**config.mk**
```make
export PLATFORM = sky130hd
export DESIGN_NAME = df_diff_sat
export DESIGN_NICKNAME = d
export VERILOG_FILES = /design/src/rtl/df_pkg.sv /design/src/rtl/df_sat_clamp.sv /design/src/rtl/df_diff_sat.sv
export SDC_FILE = /design/constraint.sdc
export NUM_CORES = 1
export LEC_CHECK = 0
export CAP_MARGIN = 20
export CORE_MARGIN = 2
export CORE_UTILIZATION = 52
export CTS_CLUSTER_DIAMETER = 200
export DETAILED_ROUTE_END_ITERATION = 6
export GPL_TIMING_DRIVEN = 1
export PLACE_DENSITY = 0.76
export SLEW_MARGIN = 10
export SYNTH_ARGS = -nofsm -noshare
export SYNTH_HDL_FRONTEND = slang
export SYNTH_SLANG_ARGS = --single-unit
```
**constraint.sdc**
```tcl
create_clock -name clk -period 2.3 [get_ports clk]
set_clock_uncertainty 0.15 [all_clocks]
set_input_delay 0.23 -clock clk [delete_from_list [all_inputs] [get_ports clk]]
set_output_delay 0.23 -clock clk [all_outputs]
set_load 0.01 [all_outputs]
```
**src/rtl/df_pkg.sv**
```systemverilog
// Shared definitions for the digital filter datapath: sample width, signed limits
// and the widened difference type.
package df_pkg;

  localparam int unsigned DF_WIDTH = 8;
  localparam logic signed [DF_WIDTH-1:0] DF_SMAX = {1'b0, {(DF_WIDTH-1){1'b1}}};
  localparam logic signed [DF_WIDTH-1:0] DF_SMIN = {1'b1, {(DF_WIDTH-1){1'b0}}};

  typedef logic signed [DF_WIDTH:0] df_diff_t;

endpackage

```
**src/rtl/df_sat_clamp.sv**
```systemverilog
// Combinational clamp of a (WIDTH+1)-bit signed value to WIDTH-bit signed range,
// with a flag raised when clamping occurred.
module df_sat_clamp
  import df_pkg::*;
#(
  parameter int unsigned WIDTH = DF_WIDTH
) (
  input  logic signed [WIDTH:0]   din,
  output logic        [WIDTH-1:0] dout,
  output logic                    sat
);

  // Out of range exactly when the two top bits disagree; the sign bit picks the limit.
  always_comb begin
    dout = din[WIDTH-1:0];
    sat  = 1'b0;
    if (din[WIDTH] != din[WIDTH-1]) begin
      sat  = 1'b1;
      dout = din[WIDTH] ? {1'b1, {(WIDTH-1){1'b0}}} : {1'b0, {(WIDTH-1){1'b1}}};
    end
  end

endmodule

```
**src/rtl/df_diff_sat.sv**
```systemverilog
// Saturating first-difference stage y[n] = sat(x[n] - x[n-1]) with a two-stage
// valid/ready pipeline and a sticky saturation event counter.
module df_diff_sat
  import df_pkg::*;
#(
  parameter int unsigned WIDTH     = DF_WIDTH,
  parameter int unsigned CNT_WIDTH = 8
) (
  input  logic                 clk,
  input  logic                 reset,
  input  logic                 clear,
  input  logic [WIDTH-1:0]     in_data,
  input  logic                 in_valid,
  output logic                 in_ready,
  output logic [WIDTH-1:0]     out_data,
  output logic                 out_valid,
  input  logic                 out_ready,
  output logic                 out_sat,
  output logic [CNT_WIDTH-1:0] sat_count
);

  logic [WIDTH-1:0]     prev;
  logic                 s1_valid;
  logic signed [WIDTH:0] s1_diff;
  logic                 s2_valid;
  logic [WIDTH-1:0]     s2_data;
  logic                 s2_sat;
  logic [WIDTH-1:0]     clamp_data;
  logic                 clamp_sat;
  logic                 s2_free;
  logic                 s1_adv;
  logic                 in_xfer;
  logic                 out_xfer;

  df_sat_clamp #(.WIDTH(WIDTH)) u_clamp (
    .din  (s1_diff),
    .dout (clamp_data),
    .sat  (clamp_sat)
  );

  // Reset and clear suppress both handshakes so nothing transfers in that cycle.
  assign s2_free   = !s2_valid || out_ready;
  assign s1_adv    = s1_valid && s2_free;
  assign in_ready  = !reset && !clear && (!s1_valid || s1_adv);
  assign out_valid = s2_valid && !reset && !clear;
  assign in_xfer   = in_valid && in_ready;
  assign out_xfer  = out_valid && out_ready;
  assign out_data  = s2_data;
  assign out_sat   = s2_sat;

  always_ff @(posedge clk) begin
    if (reset) begin
      prev      <= '0;
      s1_valid  <= 1'b0;
      s1_diff   <= '0;
      s2_valid  <= 1'b0;
      s2_data   <= '0;
      s2_sat    <= 1'b0;
      sat_count <= '0;
    end else if (clear) begin
      prev     <= '0;
      s1_valid <= 1'b0;
      s2_valid <= 1'b0;
    end else begin
      if (in_xfer) begin
        prev    <= in_data;
        s1_diff <= $signed({1'b0, in_data}) - $signed({1'b0, prev});
      end

      if (in_xfer)
        s1_valid <= 1'b1;
      else if (s1_adv)
        s1_valid <= 1'b0;

      if (s1_adv) begin
        s2_valid <= 1'b1;
        s2_data  <= clamp_data;
        s2_sat   <= clamp_sat;
      end else if (out_xfer) begin
        s2_valid <= 1'b0;
      end

      if (out_xfer && s2_sat && (sat_count != '1))
        sat_count <= sat_count + CNT_WIDTH'(1);
    end
  end

endmodule

```
==> impl.org <==
** Outcome
- Result of the run :: finished clean

** Timing
- Remaining max-slew budget at the tightest pin :: 74.5%
- Setup violations remaining at the end of the flow were counted as 0.
- Maximum clock frequency :: 464 MHz
- Dividing the final minimum period by the clock period gives 93.7%.
- Number of slew-limit violations in the final report :: 0
- Worst setup margin :: 145 ps
- Setup repair after global routing left no endpoint under its margin.
- The final count of hold timing violations came to 0.
- Setup TNS :: 0 ps
- Time the worst path needs with I/O delays and setup :: 2160 ps
- For the pin with the worst max-slew slack, the measured transition is 383 ps.

** Setup path
- Among the stages of the critical path, the cell type that occurs most often is sky130_fd_sc_hd__clkdlybuf4s50_1.
- Worst path cell trace :: clkdlybuf4s50_1 -> or2_1 -> a21oi_1 -> clkdlybuf4s50_1
- Slowest Stage Delay on Critical Path :: 580 ps
- The number of buffers and inverters on the critical path is 2.
- Required time at the worst-slack endpoint :: 1920 ps
- At the worst endpoint, the arrival time is 1780 ps.
- Critical Path Sink Type :: primary output
- The kind of cell with the highest combined delay along the critical path is buffers and inverters.
- The worst setup path is of the input port to primary output kind.
- Of all nets on the critical path, the largest fanout is 4.
- The worst setup path is launched from an input port.
- The slowest stage of the critical path belongs to the cell sky130_fd_sc_hd__clkdlybuf4s50_1.

** Layout
- The area growth from synthesis to layout is 26.1%.
- Most frequent standard cell in the layout excluding fill and tap cells :: sky130_fd_sc_hd__dfxtp_1
- Fill cells in the final layout number 297.
- The post-route netlist has 8.84% of its cells at a drive strength greater than 1.
- Leaving out filler cells and counting taps, the final layout contains 295.
- Diode count :: 0
- Cells fill 68.0% of the core in the end.
- Layout net count :: 274
- Summing all flip-flop and latch instances after layout gives 721 µm².
- Total area of multi-input combinational cells :: 981 µm²
- In the layout the commonest cells are sky130_fd_sc_hd__dfxtp_1, sky130_fd_sc_hd__clkdlybuf4s50_1, sky130_fd_sc_hd__nor2_1.

** Clock network
- The clock drives 36 sinks.
- In this run, CTS created clock tree buffers numbering 5.
- Post-cts resize count :: 0
- Deepest level of the CTS H-tree :: 2
- Number of buffers between clock root and the deepest sink :: 2
- Number of hold buffers added after CTS :: 0
- CTS tree :: yes
- The clock reaches the later pin of the worst-skew pair after 340 ps.
- Buffer type at the clock tree root :: sky130_fd_sc_hd__clkbuf_4
- After clock tree synthesis, the clock-pin slew on the worst setup and hold paths is 100 ps.
- In this run the post-CTS setup repair buffer count came out at 0.

** Routing
- Number of optimization iterations in the first detailed-route pass :: 4
- The final layout contains routed wiring with a total length of 3510 µm.
- For this run, design rule violations remaining after detail routing come to 0.
- Average wire per standard cell :: 11.9 µm
- For this block, the initial DRC count from the detailed router was 47.
- For this block, the via count after detailed routing is 1533.
- Routed vias/inst :: 5.20
- Once detail routing completed, the nets flagged for antenna violations numbered 0.

** Power
- The worst-case IR drop observed on VDD is 0.375 mV.
- The analysis attributes to cell leakage a power of 0.845 nW.
- Dividing total power by cell area gives a power density of 512 nW/µm².

** Placed design
- Pre-CTS WS :: -150 ps
- IO Port Bufs :: 31
- RePlAce Congestion :: 0.816
- Including well taps, the total number of placed cells is 288.
- Hpwl dp :: 2720 µm

** Die
- Width of the die :: 62.6 µm
- For this configuration, the core starts out at a cell density of 53.9%.
- Die Footprint :: 3920 µm²
- Core Box Area :: 3310 µm²
- From bottom edge to top edge, the die measures 62.6 µm.
- Count of standard-cell rows :: 21
- In this run the count of I/O pins placed on the die edge is 32.

** GRT
- Maximum number of pins on one net before global-route repair :: 23
- The first global-routing pass estimated 6110 µm of wire.
- Global routing consumed, over all layers together, 19.4% of the routing resources.
- The via count of the first global-routing pass came to 1442.
- The initial antenna violation count was 0.
- Global routing finished with a remaining overflow of 0.

** Logic synthesis
- Area share of the leading cell type in the synthesized netlist :: 40.4%
- Of all cell types, the one taking the most synthesized area is sky130_fd_sc_hd__dfxtp_1.
- Post-synthesis sequential element count :: 36
- Number of standard cells after synthesis :: 208
- Sorting the synthesized cells by area gives the leading types as sky130_fd_sc_hd__dfxtp_1, sky130_fd_sc_hd__ha_1, sky130_fd_sc_hd__a21oi_1.
- A synthesized cell averages 8.58 µm².
- Number of flops mapped to enable cells by yosys :: 0
- For this run, the leading register cell type out of synthesis is sky130_fd_sc_hd__dfxtp_1.
- Sequential cells were found to cover 40.4% of the synthesized design area.
- During synthesis, Yosys emitted a total of 0 warnings.
- Post-synth ARST share :: 0%
- Number of library cell types mapped by synthesis :: 39
- Summing every instance area after synthesis gives 1790 µm².
- Post-Synthesis Net Count :: 233

** Worst hold path
- In this run the worst hold path is classified as flip-flop to flip-flop.

** Job
- Max-cap violations in this run came to 0.
## area by class of cell
class                      count  area share (%)
multi-input combinational    151            43.6
clock buffer                   6            1.83
clock inverter                 1           0.222
timing repair buffer          43            17.8
inverter                      12            2.00
tap                           46            2.56
sequential                    36            32.0
## worst register-to-register path, cell delays in order, from the launching register on
cell and delay (ps):
sky130_fd_sc_hd__dfxtp_1 320, sky130_fd_sc_hd__ha_1 190, sky130_fd_sc_hd__fa_1 390, sky130_fd_sc_hd__nor2b_1 160, sky130_fd_sc_hd__o31a_1 180, sky130_fd_sc_hd__o21ai_0 120
sky130_fd_sc_hd__or4_1 420, sky130_fd_sc_hd__nand3_1 90
## cell families (layout without fill, tap and decap cells)
group | Yosys count | in the layout | share of synthesized area (%)
compound gates | 52 | 52 | 19.1
xor+xnor | 8 | 8 | 3.92
fa+ha+maj | 12 | 12 | 8.83
buf+inv | 21 | 62 | 4.69
flops | 36 | 36 | 40.4
mux | 2 | 2 | 1.12
simple gates | 77 | 77 | 22.0
## stage by stage
step	hold slack [ps]	power (W)	instance area (µm²)
floorplan	188	0.000779	1790
global placement	295	0.000853	2200
detailed placement	301	0.000856	2200
CTS	317	0.00116	2250
global route	317	0.00122	2250
finish	314	0.00115	2250
## flip-flops by register name, indices dropped and copies added (netlist names)
signal	cells
out_data	8
out_sat	1
prev	8
s1_diff	9
s1_valid	1
s2_valid	1
sat_count	8
## cells in the mapped netlist, types with 2 or more instances
library cell and number:
sky130_fd_sc_hd__a211oi_1 12, sky130_fd_sc_hd__a21oi_1 22, sky130_fd_sc_hd__a31oi_1 2, sky130_fd_sc_hd__and2_1 2, sky130_fd_sc_hd__and3_1 4, sky130_fd_sc_hd__buf_2 4, sky130_fd_sc_hd__clkbuf_1 4, sky130_fd_sc_hd__dfxtp_1 36
sky130_fd_sc_hd__ha_1 11, sky130_fd_sc_hd__inv_1 12, sky130_fd_sc_hd__mux2i_1 2, sky130_fd_sc_hd__nand2_1 18, sky130_fd_sc_hd__nand3_1 8, sky130_fd_sc_hd__nand3b_1 2, sky130_fd_sc_hd__nand4_1 3, sky130_fd_sc_hd__nor2_1 25
sky130_fd_sc_hd__nor2b_1 3, sky130_fd_sc_hd__nor4b_1 2, sky130_fd_sc_hd__o21ai_0 6, sky130_fd_sc_hd__o31ai_1 5, sky130_fd_sc_hd__xor2_1 7
## where the power goes
group,internal (W),switching [W]
logic,0.0000917,0.0000979
registers,0.000642,0.0000103
clock network,0.000112,0.000197
## routing by layer
layer | wire, µm | track usage [%] | vias up
met5 | 0 | 0 | -
met4 | 46 | 6.67 | 0
met3 | 121 | 5.41 | 6
met2 | 1620 | 32.4 | 28
met1 | 1730 | 24.1 | 685
li1 | - | - | 814
## final timing paths
check	from	endpoint	slack, ps	depth (start not counted)
max	reset	in_ready	140	4
min	prev[3]	prev[3]	310	2
max reg2reg	prev[0]	s1_diff[6]	230	7
min reg2reg	prev[3]	prev[3]	310	2
Note: power is estimated with default switching activity, not from simulation.
